## src/rtl/ps2_host_tx.sv

```systemverilog
// PS/2 host-to-device command transmitter for the mouse port.
// It sends one byte using the host-request sequence and reports the device's ACK/NACK or a timeout.
// The line outputs are open-drain style: 0 drives the line low, 1 releases it.
module ps2_host_tx #(
    parameter int unsigned INHIBIT_TICKS = 700,
    parameter int unsigned TIMEOUT_TICKS = 105000
) (
    input  logic       clk_sys,
    input  logic       reset_n,
    input  logic       ce_7mp,
    input  logic       tx_valid,
    input  logic [7:0] tx_data,
    output logic       tx_ready,
    output logic       done,
    output logic       ack_ok,
    output logic       timeout,
    output logic       rx_block,
    input  logic       ps2_clk_in,
    input  logic       ps2_data_in,
    output logic       ps2_clk_out,
    output logic       ps2_data_out
);

    localparam int unsigned INH_W = $clog2(INHIBIT_TICKS + 1);
    localparam int unsigned TO_W  = $clog2(TIMEOUT_TICKS + 1);
    localparam logic [INH_W-1:0] INH_LAST = INH_W'(INHIBIT_TICKS);
    localparam logic [TO_W-1:0]  TO_LAST  = TO_W'(TIMEOUT_TICKS);

    typedef enum logic [2:0] {
        S_IDLE,
        S_INHIBIT,
        S_REQ,
        S_SHIFT,
        S_ACK,
        S_WAIT_IDLE
    } state_t;

    state_t           r_state;
    state_t           w_state_nxt;

    logic             r_clk_meta;
    logic             r_clk_sync;
    logic             r_clk_prev;
    logic             r_data_meta;
    logic             r_data_sync;

    logic [9:0]       r_shift;
    logic [3:0]       r_bit_idx;
    logic [INH_W-1:0] r_inh_cnt;
    logic [TO_W-1:0]  r_to_cnt;
    logic             r_ack_res;

    logic             w_fall;
    logic             w_accept;
    logic             w_to_state;
    logic             w_finish;
    logic             w_to_expire;

    logic             w_clk_out_nxt;
    logic             w_data_out_nxt;
    logic             w_ready_nxt;
    logic             w_done_nxt;
    logic             w_ack_nxt;
    logic             w_to_nxt;
    logic             w_block_nxt;

    assign w_fall      = r_clk_prev & ~r_clk_sync;
    assign w_accept    = tx_valid & tx_ready & (r_state == S_IDLE);
    assign w_to_state  = (r_state == S_SHIFT) || (r_state == S_ACK) || (r_state == S_WAIT_IDLE);
    assign w_finish    = (r_state == S_WAIT_IDLE) && r_clk_sync && r_data_sync;
    // A falling edge in the same cycle as expiry wins; a clean finish also wins.
    assign w_to_expire = w_to_state && !w_fall && !w_finish && (r_to_cnt == TO_LAST);

    // Two-flop synchronizers for the raw lines plus the previous clock sample for edge detection
    always_ff @(posedge clk_sys) begin
        if (!reset_n) begin
            r_clk_meta  <= 1'b1;
            r_clk_sync  <= 1'b1;
            r_clk_prev  <= 1'b1;
            r_data_meta <= 1'b1;
            r_data_sync <= 1'b1;
        end else begin
            r_clk_meta  <= ps2_clk_in;
            r_clk_sync  <= r_clk_meta;
            r_clk_prev  <= r_clk_sync;
            r_data_meta <= ps2_data_in;
            r_data_sync <= r_data_meta;
        end
    end

    // State register
    always_ff @(posedge clk_sys) begin
        if (!reset_n) begin
            r_state <= S_IDLE;
        end else begin
            r_state <= w_state_nxt;
        end
    end

    // Next-state logic; a timeout aborts any device-clocked state back to IDLE
    always_comb begin
        w_state_nxt = r_state;
        case (r_state)
            S_IDLE: begin
                if (w_accept) begin
                    w_state_nxt = S_INHIBIT;
                end
            end
            S_INHIBIT: begin
                if (r_inh_cnt == INH_LAST) begin
                    w_state_nxt = S_REQ;
                end
            end
            S_REQ: begin
                w_state_nxt = S_SHIFT;
            end
            S_SHIFT: begin
                if (w_fall && (r_bit_idx == 4'd9)) begin
                    w_state_nxt = S_ACK;
                end
            end
            S_ACK: begin
                if (w_fall) begin
                    w_state_nxt = S_WAIT_IDLE;
                end
            end
            S_WAIT_IDLE: begin
                if (w_finish) begin
                    w_state_nxt = S_IDLE;
                end
            end
            default: begin
                w_state_nxt = S_IDLE;
            end
        endcase
        if (w_to_expire) begin
            w_state_nxt = S_IDLE;
        end
    end

    // Frame shifter, bit index, inhibit counter and ACK capture
    always_ff @(posedge clk_sys) begin
        if (!reset_n) begin
            r_shift   <= '1;
            r_bit_idx <= '0;
            r_inh_cnt <= '0;
            r_ack_res <= 1'b0;
        end else begin
            case (r_state)
                S_IDLE: begin
                    if (w_accept) begin
                        // Stop bit, odd parity, then data LSB first out of bit 0
                        r_shift   <= {1'b1, ~^tx_data, tx_data};
                        r_inh_cnt <= '0;
                        r_ack_res <= 1'b0;
                    end
                end
                S_INHIBIT: begin
                    if (ce_7mp && (r_inh_cnt != INH_LAST)) begin
                        r_inh_cnt <= r_inh_cnt + 1'b1;
                    end
                end
                S_REQ: begin
                    r_bit_idx <= '0;
                end
                S_SHIFT: begin
                    if (w_fall) begin
                        r_shift   <= {1'b1, r_shift[9:1]};
                        r_bit_idx <= r_bit_idx + 1'b1;
                    end
                end
                S_ACK: begin
                    if (w_fall) begin
                        r_ack_res <= ~r_data_sync;
                    end
                end
                default: begin
                end
            endcase
        end
    end

    // Device-clock watchdog: cleared on entry to SHIFT and on every falling edge
    always_ff @(posedge clk_sys) begin
        if (!reset_n) begin
            r_to_cnt <= '0;
        end else if (r_state == S_REQ) begin
            r_to_cnt <= '0;
        end else if (w_to_state) begin
            if (w_fall) begin
                r_to_cnt <= '0;
            end else if (ce_7mp && (r_to_cnt != TO_LAST)) begin
                r_to_cnt <= r_to_cnt + 1'b1;
            end
        end
    end

    // Output decode from the next state so registered outputs line up with the state register
    always_comb begin
        w_clk_out_nxt  = 1'b1;
        w_data_out_nxt = 1'b1;
        w_done_nxt     = 1'b0;
        w_ack_nxt      = ack_ok;
        w_to_nxt       = timeout;
        case (w_state_nxt)
            S_INHIBIT: begin
                w_clk_out_nxt = 1'b0;
            end
            S_REQ: begin
                w_clk_out_nxt  = 1'b0;
                w_data_out_nxt = 1'b0;
            end
            S_SHIFT: begin
                if (r_state == S_REQ) begin
                    w_data_out_nxt = 1'b0;
                end else if (w_fall) begin
                    w_data_out_nxt = r_shift[0];
                end else begin
                    w_data_out_nxt = ps2_data_out;
                end
            end
            default: begin
            end
        endcase
        if (w_finish) begin
            w_done_nxt = 1'b1;
            w_ack_nxt  = r_ack_res;
            w_to_nxt   = 1'b0;
        end else if (w_to_expire) begin
            w_done_nxt = 1'b1;
            w_ack_nxt  = 1'b0;
            w_to_nxt   = 1'b1;
        end
        // tx_ready is held off during the done cycle so it rises one cycle later
        w_ready_nxt = (w_state_nxt == S_IDLE) && !w_done_nxt;
        w_block_nxt = (w_state_nxt != S_IDLE);
    end

    // Output registers
    always_ff @(posedge clk_sys) begin
        if (!reset_n) begin
            ps2_clk_out  <= 1'b1;
            ps2_data_out <= 1'b1;
            tx_ready     <= 1'b1;
            done         <= 1'b0;
            ack_ok       <= 1'b0;
            timeout      <= 1'b0;
            rx_block     <= 1'b0;
        end else begin
            ps2_clk_out  <= w_clk_out_nxt;
            ps2_data_out <= w_data_out_nxt;
            tx_ready     <= w_ready_nxt;
            done         <= w_done_nxt;
            ack_ok       <= w_ack_nxt;
            timeout      <= w_to_nxt;
            rx_block     <= w_block_nxt;
        end
    end

endmodule

```

## config.mk

```make
export PLATFORM = sky130hd
export DESIGN_NAME = ps2_host_tx
export DESIGN_NICKNAME = d
export VERILOG_FILES = /design/src/rtl/ps2_host_tx.sv
export SDC_FILE = /design/constraint.sdc
export NUM_CORES = 1
export LEC_CHECK = 0
export ABC_AREA = 1
export BUFFER_PORTS_ARGS = -buffer_cell sky130_fd_sc_hd__buf_2
export CORE_MARGIN = 1.5
export CORE_UTILIZATION = 56
export CTS_BUF_LIST = sky130_fd_sc_hd__clkbuf_8
export DETAILED_ROUTE_END_ITERATION = 8
export GPL_TIMING_DRIVEN = 0
export PLACE_DENSITY = 0.78
export SYNTH_ARGS = -nofsm -noshare
export SYNTH_HDL_FRONTEND = slang
export SYNTH_SLANG_ARGS = --single-unit
```

## constraint.sdc

```tcl
create_clock -name clk_sys -period 1.6 [get_ports clk_sys]
set_input_delay 0.32 -clock clk_sys [delete_from_list [all_inputs] [get_ports clk_sys]]
set_output_delay 0.32 -clock clk_sys [all_outputs]
set_load 0.05 [all_outputs]
```

==> qor.yml, run 1 <==
yosys:
  synth-seq-cells: 56
  synth.area.top_cells: "dfxtp_1 38%, nand2_1 12%, nor2_1 11%, nand3_1 5.9%, inv_1 5.2%"
  synth_cell_types: 35
  yosysTopAreaCellShare_pct: 37.7
  synth.avg_cell_area_sq_um: 6.75
  synth_warnings: 0
  syn-cell-area_sq_um: 2980
  netlist_instances: 441
  synth_fp_nets: 461
  synth_largest_area_cell: "dfxtp_1"
  ys_seq_area_share_pct: 37.7
run_status:
  violations: "setup timing"
  outcome: "finished with violations"
drt:
  wl_per_cell_microns: 13.0
  wl_mm: 7.21
  vias_per_cell: 5.37
  route.detailed.drc: 0
  vias: 2979
  drtPass1Iterations: 5
  drt-initial-drc-count: 191
  ant_nets: 0
clock_network:
  clock-sinks: 56
  clockBufferDepth: 2
  cts_tree: "yes"
  clk_latency_ns: 0.32
  root_buffer: "clkbuf_8"
  htree_levels: 2
  cts-hold-fix-buffers: 0
  clkTransAtPathRegs_ns: 0.11
  cts_buffers: 5
final_layout:
  drive_gt1_share_pct: 22.5
  final_core_util_pct: 70.0
  nFillCells: 431
  synthToLayoutAreaGrowth_pct: 20.1
  n_antenna_cell: 0
  instances_no_fill: 555
  nets: 504
timing:
  setup_slack_ns: -0.00761
  slew_headroom_pct: 70.6
  finalMaxSlewViolations: 0
  min_period_over_period_pct: 100
  rsz0062_at_grt: "true"
  worst_slew_pin_slew_ns: 0.440
  timing.fmax_mhz: 622
  skew_ns: 0.0125
  hold_ws_ns: 0.176
  min_period_ns: 1.61
  hold_viol_final: 0
  finalSetupViolCount: 1
global_routing:
  grt_pass1_wl_mm: 10.5
  grt_use_total_pct: 23.8
  grt_max_degree: 19
  antenna_found_initial: 0
  grt_pass1_vias: 2450
  gr-total-overflow: 0
critical_path:
  path_class: "reg -> reg"
  path_buf_inv: 2
  critical_path.max_stage_delay_ns: 0.41
  crit_chain: "nor2_4 -> nand2_1 -> nand3_2 -> nand2_1 -> inv_2 -> a21oi_2 -> buf_4 -> a21oi_1"
  cp-end-kind: "flip-flop"
  cp.depth: 8
  cpMaxStageDelayCell: "dfxtp_4"
  crit_family: "simple AND/OR/NAND/NOR gates"
  arrival_ns: 1.82
  worst_path_most_repeated_cell: "nand2_1"
  r2r_setup_slack_ns: -0.008
  crit_required_ns: 1.81
  worstRegToRegCells: 8
  cp_max_fo: 5
  critPathLaunchType: "flip-flop"
power:
  vdd_drop_max_mv: 0.525
  p_leak_nw: 1.47
  power.density_nw_per_um2: 740
floorplanning:
  die-area_sq_um: 5760
  die_h_microns: 75.9
  core_region_area_sq_um: 5110
  ios: 21
  row_count: 26
  die_w_microns: 75.9
  start_util_pct: 58.3
run:
  drv_cap: 0
placement:
  place_congestion: 0.915
  hpwl_mm: 4.86
  port-buffer-count: 20
  place_inst: 531
min_path:
  hold_path.class: "in -> reg"
  holdPathStages: 2
worst reg2reg max path: cells and delay by family (launching register included):
| kind | cells | cell delay (ns) |
|---|---|---|
| flip-flops | 1 | 0.41 |
| AND/OR/NAND/NOR | 4 | 0.46 |
| buffers and inverters | 2 | 0.29 |
| AO/OA/AOI/OAI | 2 | 0.33 |
placed cells by master (no fill, tap or decap), types with 6 or more instances in the layout:
| master | n |
|---|---|
| xor2_1 | 7 |
| nand4_1 | 10 |
| nand3_1 | 31 |
| nand2_1 | 93 |
| nor2_1 | 81 |
| inv_2 | 7 |
| o21ai_1 | 7 |
| dfxtp_1 | 44 |
| dfxtp_2 | 8 |
| o311ai_0 | 6 |
| o21ai_0 | 8 |
| nand3_2 | 6 |
| buf_4 | 15 |
| a21oi_1 | 23 |
| buf_2 | 21 |
| inv_1 | 38 |
kinds of logic (layout without fill, tap and decap cells):
logic type / count (synthesis) / in the layout / synth area share (%)
and+or+nand+nor: 254 / 254 / 37.1
AOI/OAI and AO/OA: 58 / 59 / 11.6
DFF: 56 / 56 / 37.7
buffers and inverters: 55 / 98 / 7.57
xor gates and xnor gates: 12 / 12 / 3.53
adders and majority gates: 6 / 6 / 2.52
through the flow:
step                      total power, mW  worst slack [ns]  cell area [sq um]   TNS, ns
after global routing                 2.76            -0.118               3570     -1.06
after CTS                            2.63           -0.0331               3280    -0.129
after floorplan                      1.74             0.122               2980         0
final                                2.64          -0.00761               3570  -0.00761
after detailed placement             1.83            -0.130               3160     -1.01
after global placement               1.82           -0.0903               3160    -0.443
cells in the mapped netlist:
library cell / instances
a21oi_1: 27
a21oi_4: 1
and2_1: 1
buf_2: 1
buf_4: 4
clkbuf_1: 4
dfxtp_1: 56
ha_1: 6
inv_1: 41
inv_2: 4
inv_4: 1
nand2_1: 98
nand2_2: 4
nand3_1: 35
nand3_2: 2
nand4_1: 10
nor2_1: 87
nor2_2: 2
nor2_4: 2
nor3_1: 6
nor3_4: 1
nor3b_1: 1
o211a_1: 1
o21a_1: 1
o21ai_0: 14
o21ai_1: 3
o21bai_1: 1
o22ai_1: 1
o311ai_0: 6
o311ai_1: 2
o31ai_1: 1
or2_1: 1
or2_2: 4
xnor2_1: 5
xor2_1: 7
report_power, final:
group	switching (mW)	internal, mW
logic	0.225	0.130
clock network	0.491	0.315
registers	0.0355	1.45
total	0.752	1.89
layer usage:
layer | GRT usage (%) | wire length [microns] | vias up
met5 | 0 | 0 | -
met1 | 30.2 | 3260 | 1398
met2 | 40.9 | 3600 | 58
met3 | 4.37 | 253 | 8
met4 | 7.74 | 89 | 0
li1 | - | - | 1515
sequential cells by signal (all words and copies together), names as in the netlist:
signal,cells
r_inh_cnt,10
ps2_data_out,1
r_data_sync,1
r_clk_prev,1
rx_block,1
done,1
r_to_cnt,17
r_data_meta,1
r_clk_sync,1
tx_ready,1
r_clk_meta,1
r_bit_idx,4
r_shift,9
r_state,3
ack_ok,1
ps2_clk_out,1
r_ack_res,1
timeout,1
worst paths after layout:
check,from,end
worst max-delay path,r_state[1],r_to_cnt[1]
worst min-delay path,ps2_data_in,r_data_meta
worst max register to register,r_state[1],r_to_cnt[1]
worst min register to register,r_data_meta,r_data_sync
final cells by class:
class                      instances  area (sq um)  area share [%]
buffer                             9          66.3            1.86
tap                               70          87.6            2.45
sequential                        56          1150            32.1
clock buffer                       5          68.8            1.93
inverter                          46           178            4.97
multi-input combinational        331          1770            49.6
clock inverter                     3          22.5           0.630
timing repair buffer              35           230            6.44
what timing repair did:
| action | in CTS | in global routing |
|---|---|---|
| gates resized for setup | 10 | 56 |
| pin swaps | 1 | 14 |
| gates cloned | 0 | 3 |
| setup buffers | 1 | 12 |
| setup endpoints to repair | 38 | 41 |
| endpoints found under the hold margin | 0 | 0 |
(Power assumes the default switching activity.)
==> run 2: changes to the inputs <==
--- a/config.mk
+++ b/config.mk
@@ -8,11 +8,11 @@
 export ABC_AREA = 1
 export BUFFER_PORTS_ARGS = -buffer_cell sky130_fd_sc_hd__buf_2
 export CORE_MARGIN = 1.5
-export CORE_UTILIZATION = 56
+export CORE_UTILIZATION = 60
 export CTS_BUF_LIST = sky130_fd_sc_hd__clkbuf_8
 export DETAILED_ROUTE_END_ITERATION = 8
 export GPL_TIMING_DRIVEN = 0
-export PLACE_DENSITY = 0.78
+export PLACE_DENSITY = 0.79
 export SYNTH_ARGS = -nofsm -noshare
 export SYNTH_HDL_FRONTEND = slang
 export SYNTH_SLANG_ARGS = --single-unit
==> constraint.sdc (replaced) <==
create_clock -name clk_sys -period 1.9 [get_ports clk_sys]
set_input_delay 0.38 -clock clk_sys [delete_from_list [all_inputs] [get_ports clk_sys]]
set_output_delay 0.38 -clock clk_sys [all_outputs]
set_load 0.05 [all_outputs]
==> qor.yml, run 2 (synthesis results as in run 1) <==
run_status:
  outcome: "finished clean"
drt:
  wl_mm: 6.43  # -11%
  wl_per_cell_microns: 12.0  # -7.6%
  drtPass1Iterations: 4  # -1
  drt-initial-drc-count: 113  # -41%
  vias: 2824  # -5.2%
  route.detailed.drc: 0  # unchanged
  vias_per_cell: 5.27  # -1.8%
  ant_nets: 0  # unchanged
placement:
  place_area_sq_um: 3160  # -0.12%
  hpwl_mm: 4.87  # +0.31%
  place_congestion: 0.936  # +2.4%
  port-buffer-count: 20  # unchanged
floorplanning:
  die_h_microns: 73.4  # -3.3%
  row_count: 25  # -3.8%
  start_util_pct: 62.6  # +4.3 points
  core_region_area_sq_um: 4750  # -6.9%
  ios: 21  # unchanged
  die_w_microns: 73.4  # -3.3%
  die-area_sq_um: 5390  # -6.4%
final_layout:
  largest_reg_flops: 17  # unchanged
  synthToLayoutAreaGrowth_pct: 9.84
  drive_gt1_share_pct: 11.5  # -11 points
  nets: 488  # -3.2%
  final_cell_mix: "98 x nand2_1, 87 x nor2_1, 55 x dfxtp_1"
  n_antenna_cell: 0  # unchanged
  design_area_sq_um: 3270  # -8.5%
  reg_top3: "r_to_cnt (17), r_inh_cnt (10), r_shift (9)"
  top_register: "r_to_cnt"
  final_common_cell: "nand2_1"
  nFillCells: 419  # -2.8%
power:
  power_frac_comb_pct: 11.7  # -1.7 points
  p_sw_share_pct: 25.6  # -2.9 points
  power.density_nw_per_um2: 698  # -5.7%
  seq_power_share_pct: 54.7  # -1.3 points
  p_switching_mw: 0.584  # -22%
  vdd_drop_max_mv: 0.625  # +19%
  power.share.clock_pct: 33.6  # +3.1 points
  internal_power_mw: 1.70  # -10%
  p_leak_nw: 1.35  # -8.0%
run:
  drv_cap: 0  # unchanged
clock_network:
  clockBufferDepth: 2  # unchanged
  postCtsResizedCells: 0  # -10
  cts_buffers: 5  # unchanged
  clock-sinks: 56  # unchanged
  cts-hold-fix-buffers: 0  # unchanged
  postCtsSetupRepairBufs: 0  # -1
  clkTransAtPathRegs_ns: 0.10  # about the same
  htree_levels: 2  # unchanged
  clk_latency_ns: 0.31  # about the same
  root_buffer: "clkbuf_8"
  cts_tree: "yes"
critical_path:
  arrival_ns: 1.91  # +0.09 ns
  cp-end-kind: "flip-flop"
  worstRegToRegCells: 9  # +1
  critPathLaunchType: "flip-flop"
  crit_required_ns: 2.09  # +0.28 ns
  path_class: "reg -> reg"
  cp_max_fo: 10  # +5
timing:
  finalMaxSlewViolations: 0  # unchanged
  slew_headroom_pct: 69.6  # -0.94 points
  skew_ns: 0.00455  # -0.00791 ns
  hold_viol_final: 0  # unchanged
  timing.fmax_mhz: 582  # -6.4%
  min_period_ns: 1.72  # +0.110 ns
  rsz0062_at_grt: "false"
  hold_ws_ns: 0.257  # +0.0812 ns
  fin_setup_tns_ns: 0  # +0.00761 ns
  worst_slew_pin_slew_ns: 0.455  # +0.0153 ns
  min_period_over_period_pct: 90.4  # -10 points
  finalSetupViolCount: 0  # -1
global_routing:
  gr-total-overflow: 0  # unchanged
  antenna_found_initial: 0  # unchanged
  grt_pass1_wl_mm: 11.2  # +6.8%
  grt_max_degree: 17  # -2
  grt_use_total_pct: 26.5  # +2.6 points
  grt_pass1_vias: 2692  # +9.9%
min_path:
  holdPathStages: 2  # unchanged
  hold_path.class: "in -> reg"
-- run 2: critical path: stages, from the launching register on --
cell	delay [ns]
dfxtp_1	0.53
nor2_2	0.11
buf_4	0.19
nand2_1	0.11
inv_1	0.09
nor2_4	0.20
buf_4	0.21
inv_1	0.05
nand2_1	0.06
nand3_1	0.05
-- run 2: final timing paths --
path	from	to	slack, ns
worst max-delay path	r_state[2]	r_shift[8]	0.18
worst max register to register	r_state[2]	r_shift[8]	0.18
worst min register to register	r_clk_meta	r_clk_sync	0.42
worst min-delay path	ps2_clk_in	r_clk_meta	0.26
-- run 2: area by class of cell --
type	instances	area, sq um	area share, %
Buffer	9	50.0	1.53
Clock buffer	5	68.8	2.11
Clock inverter	3	38.8	1.19
Inverter	46	175	5.36
Multi-Input combinational cell	330	1630	49.8
Sequential cell	56	1120	34.3
Tap cell	67	83.8	2.57
Timing Repair Buffer	20	100	3.06
-- run 2: layer usage --
layer | GRT usage (%) | vias up | wire length (microns)
met4 | 10.1 | 0 | 138
met2 | 47.8 | 59 | 3180
li1 | - | 1481 | -
met3 | 4.66 | 13 | 232
met5 | 0 | - | 0
met1 | 31.1 | 1271 | 2870
-- run 2: metrics by stage --
| step | power [mW] | setup WS (ns) | instances | utilization, % |
|---|---|---|---|---|
| after floorplan | 1.47 | 0.422 | 441 | - |
| after global placement | 1.53 | 0.215 | 528 | 66.4 |
| after detailed placement | 1.54 | 0.179 | 528 | 66.4 |
| after CTS | 2.30 | 0.162 | 536 | 68.7 |
| after global routing | 2.37 | 0.0472 | 536 | 68.7 |
| final | 2.28 | 0.182 | 536 | 68.7 |
-- run 2: power by group through the flow --
stage	Clock, mW	Sequential [mW]	Combinational, mW
finish	0.767	1.25	0.266
global route	0.820	1.25	0.296
CTS	0.790	1.25	0.266
detailed placement	0	1.27	0.265
global placement	0	1.27	0.257
floorplan	0	1.29	0.170
==> run 3: changes to the inputs <==
--- a/config.mk
+++ b/config.mk
@@ -5,14 +5,14 @@
 export SDC_FILE = /design/constraint.sdc
 export NUM_CORES = 1
 export LEC_CHECK = 0
-export ABC_AREA = 1
 export BUFFER_PORTS_ARGS = -buffer_cell sky130_fd_sc_hd__buf_2
+export CORE_ASPECT_RATIO = 1.25
 export CORE_MARGIN = 1.5
 export CORE_UTILIZATION = 60
 export CTS_BUF_LIST = sky130_fd_sc_hd__clkbuf_8
 export DETAILED_ROUTE_END_ITERATION = 8
 export GPL_TIMING_DRIVEN = 0
-export PLACE_DENSITY = 0.79
+export PLACE_DENSITY = 0.8
 export SYNTH_ARGS = -nofsm -noshare
 export SYNTH_HDL_FRONTEND = slang
 export SYNTH_SLANG_ARGS = --single-unit
==> qor.yml, run 3 <==
drt:
  wl_mm: 6.61  # +2.9%
  vias: 2644  # -6.4%
  route.detailed.drc: 0  # unchanged
  vias_per_cell: 6.13  # +16%
  drt-initial-drc-count: 146  # +29%
  wl_per_cell_microns: 15.3  # +28%
  drtPass1Iterations: 4  # unchanged
  ant_nets: 0  # unchanged
yosys:
  synth_top_cells_by_count: "56 x dfxtp_1, 29 x nand2_1, 28 x a21oi_1"
  synth_edf_count: 0  # unchanged
  synth_cell_types: 60  # +71%
  synth_largest_area_cell: "dfxtp_1"
  synth-seq-cells: 56  # unchanged
  synth.area.top_cells: "dfxtp_1 39%, a21oi_1 4.8%, o21ai_0 4.7%, nand2_1 3.8%, or3_1 3.0%"
  synth_compound_area_share_pct: 22.7  # +11 points
  syn-cell-area_sq_um: 2890  # -2.8%
  ys_dominant_reg_cell: "dfxtp_1"
  synth_most_common_cell: "dfxtp_1"
  synthSimpleGateAreaFrac_pct: 26.8  # -10 points
  netlist_instances: 339  # -23%
  ys_seq_area_share_pct: 38.8  # +1.1 points
  yosysTopAreaCellShare_pct: 38.8  # +1.1 points
  synth_async_sr_flop_share_pct: 0  # unchanged
  synthMuxAreaShare_pct: 1.08  # +1.1 points
  synth_warnings: 0  # unchanged
  synthAdderAreaFrac_pct: 2.60  # +0.072 points
  synth_top_family_by_area: "simple AND/OR/NAND/NOR gates"
  synth.avg_cell_area_sq_um: 8.53  # +26%
  synth_fp_nets: 359  # -22%
  synthXorXnorAreaFrac_pct: 3.03  # -0.50 points
timing:
  slew_headroom_pct: 54.1  # -16 points
  timing.fmax_mhz: 541  # -7.1%
  hold_viol_final: 0  # unchanged
  hold_ws_ns: 0.234  # -0.0231 ns
  min_period_ns: 1.85  # +0.131 ns
  finalSetupViolCount: 0  # unchanged
  min_period_over_period_pct: 97.3  # +6.9 points
  rsz0062_at_grt: "true"
  skew_ns: 0.00874  # +0.00419 ns
  worst_slew_pin_slew_ns: 0.685  # +0.229 ns
  setup_slack_ns: 0.0511  # -0.131 ns
  finalMaxSlewViolations: 0  # unchanged
critical_path:
  cp_max_fo: 6  # -4
  crit_required_ns: 2.10  # about the same
  critPathLaunchType: "flip-flop"
  cp-end-kind: "flip-flop"
  arrival_ns: 2.05  # +0.14 ns
  path_class: "reg -> reg"
final_layout:
  nFillCells: 427  # +1.9%
  reg_top3: "r_to_cnt (17), r_inh_cnt (10), r_shift (9)"
  multi_input_area_sq_um: 1650  # +1.5%
  final_cell_mix: "55 x dfxtp_1, 28 x nand2_1, 28 x a21oi_1"
  n_antenna_cell: 0  # unchanged
  synthToLayoutAreaGrowth_pct: 11.4
  final_core_util_pct: 68.7  # -0.080 points
  drive_gt1_share_pct: 15.9  # +4.4 points
  top_register: "r_to_cnt"
  ff_latch_area_sq_um: 1120  # unchanged
  final_common_cell: "dfxtp_1"
  nets: 390  # -20%
  largest_reg_flops: 17  # unchanged
clock_network:
  cts_buffers: 5  # unchanged
  clkTransAtPathRegs_ns: 0.10  # about the same
  clockBufferDepth: 2  # unchanged
  clk_latency_ns: 0.32  # about the same
  clock-sinks: 56  # unchanged
  cts_tree: "yes"
  root_buffer: "clkbuf_8"
  htree_levels: 2  # unchanged
global_routing:
  grt_max_degree: 17  # unchanged
  grt_use_total_pct: 26.8  # +0.28 points
  antenna_found_initial: 0  # unchanged
  grt_pass1_wl_mm: 11.0  # -1.7%
  grt_pass1_vias: 2461  # -8.6%
  gr-total-overflow: 0  # unchanged
placement:
  hpwl_mm: 4.89  # +0.35%
  place_ws_ns: -0.116  # -0.295 ns
  place_congestion: 0.868  # -7.3%
  port-buffer-count: 20  # unchanged
power:
  power.density_nw_per_um2: 661  # -5.3%
  vdd_drop_max_mv: 0.458  # -27%
  totalPowerFinal_mw: 2.13  # -6.6%
  p_leak_nw: 1.17  # -13%
min_path:
  hold_path.class: "in -> reg"
floorplanning:
  row_count: 28  # +12%
  die_h_microns: 80.6  # +9.8%
  core_region_area_sq_um: 4690  # -1.3%
  die_w_microns: 65.1  # -11%
  ios: 21  # unchanged
  die-area_sq_um: 5250  # -2.6%
  start_util_pct: 61.6  # -0.96 points
run:
  drv_cap: 0  # unchanged
run_status:
  outcome: "finished clean"
[run 3: critical path, cell delays in order, from the launching register on]
cell and delay, ns:
dfxtp_1 0.36, inv_1 0.09, ha_1 0.16, nand3b_1 0.17
o31ai_2 0.44, nand3_1 0.21, a311o_1 0.31
[run 3: logic make-up (layout without fill, tap and decap cells)]
logic type / Yosys count / after routing
simple gates: 135 / 135
compound gates: 98 / 98
flops: 56 / 56
buf+inv: 31 / 63
xor+xnor: 10 / 10
fa+ha+maj: 6 / 6
mux: 3 / 3
[run 3: final cells by class]
type / count / area share, %
inverter: 16 / 1.86
buffer: 15 / 2.76
timing repair buffer: 24 / 4.04
multi-input combinational: 252 / 51.3
tap: 60 / 2.33
clock inverter: 2 / 0.311
clock buffer: 6 / 2.56
sequential: 56 / 34.8
[run 3: repair_timing]
| item | in CTS | in global routing |
|---|---|---|
| setup buffers | 0 | 4 |
| setup endpoints to repair | 5 | 26 |
| hold buffers | 0 | 0 |
| gates resized for setup | 1 | 6 |
[run 3: metal layers]
layer  global-route usage (%)  up-vias  part of all wire, %
li1                         -     1317                    -
met1                     29.3     1271                   42
met2                     50.6       45                   54
met3                     4.34       11                  2.8
met4                     10.6        0                  1.7
met5                        0        -                    0
[run 3: power by group]
group | internal, mW | switching [mW]
Sequential | 1.20 | 0.0185
Clock | 0.292 | 0.389
Combinational | 0.0888 | 0.140
Total | 1.58 | 0.547
[run 3: path summary, 6_finish.rpt]
check | startpoint | to | slack, ns | cells after the start
max | r_inh_cnt[0] | ps2_data_out | 0.05 | 6
min | ps2_clk_in | r_clk_meta | 0.23 | 2
min reg2reg | r_clk_meta | r_clk_sync | 0.42 | 1
max reg2reg | r_inh_cnt[0] | ps2_data_out | 0.05 | 6
[run 3: per-stage QoR]
stage / cells / cell area (sq um) / TNS [ns]
CTS: 427 / 3160 / 0
global placement: 419 / 3070 / -0.112
floorplan: 339 / 2890 / 0
finish: 431 / 3220 / 0
detailed placement: 419 / 3070 / -0.517
global route: 431 / 3220 / -0.120
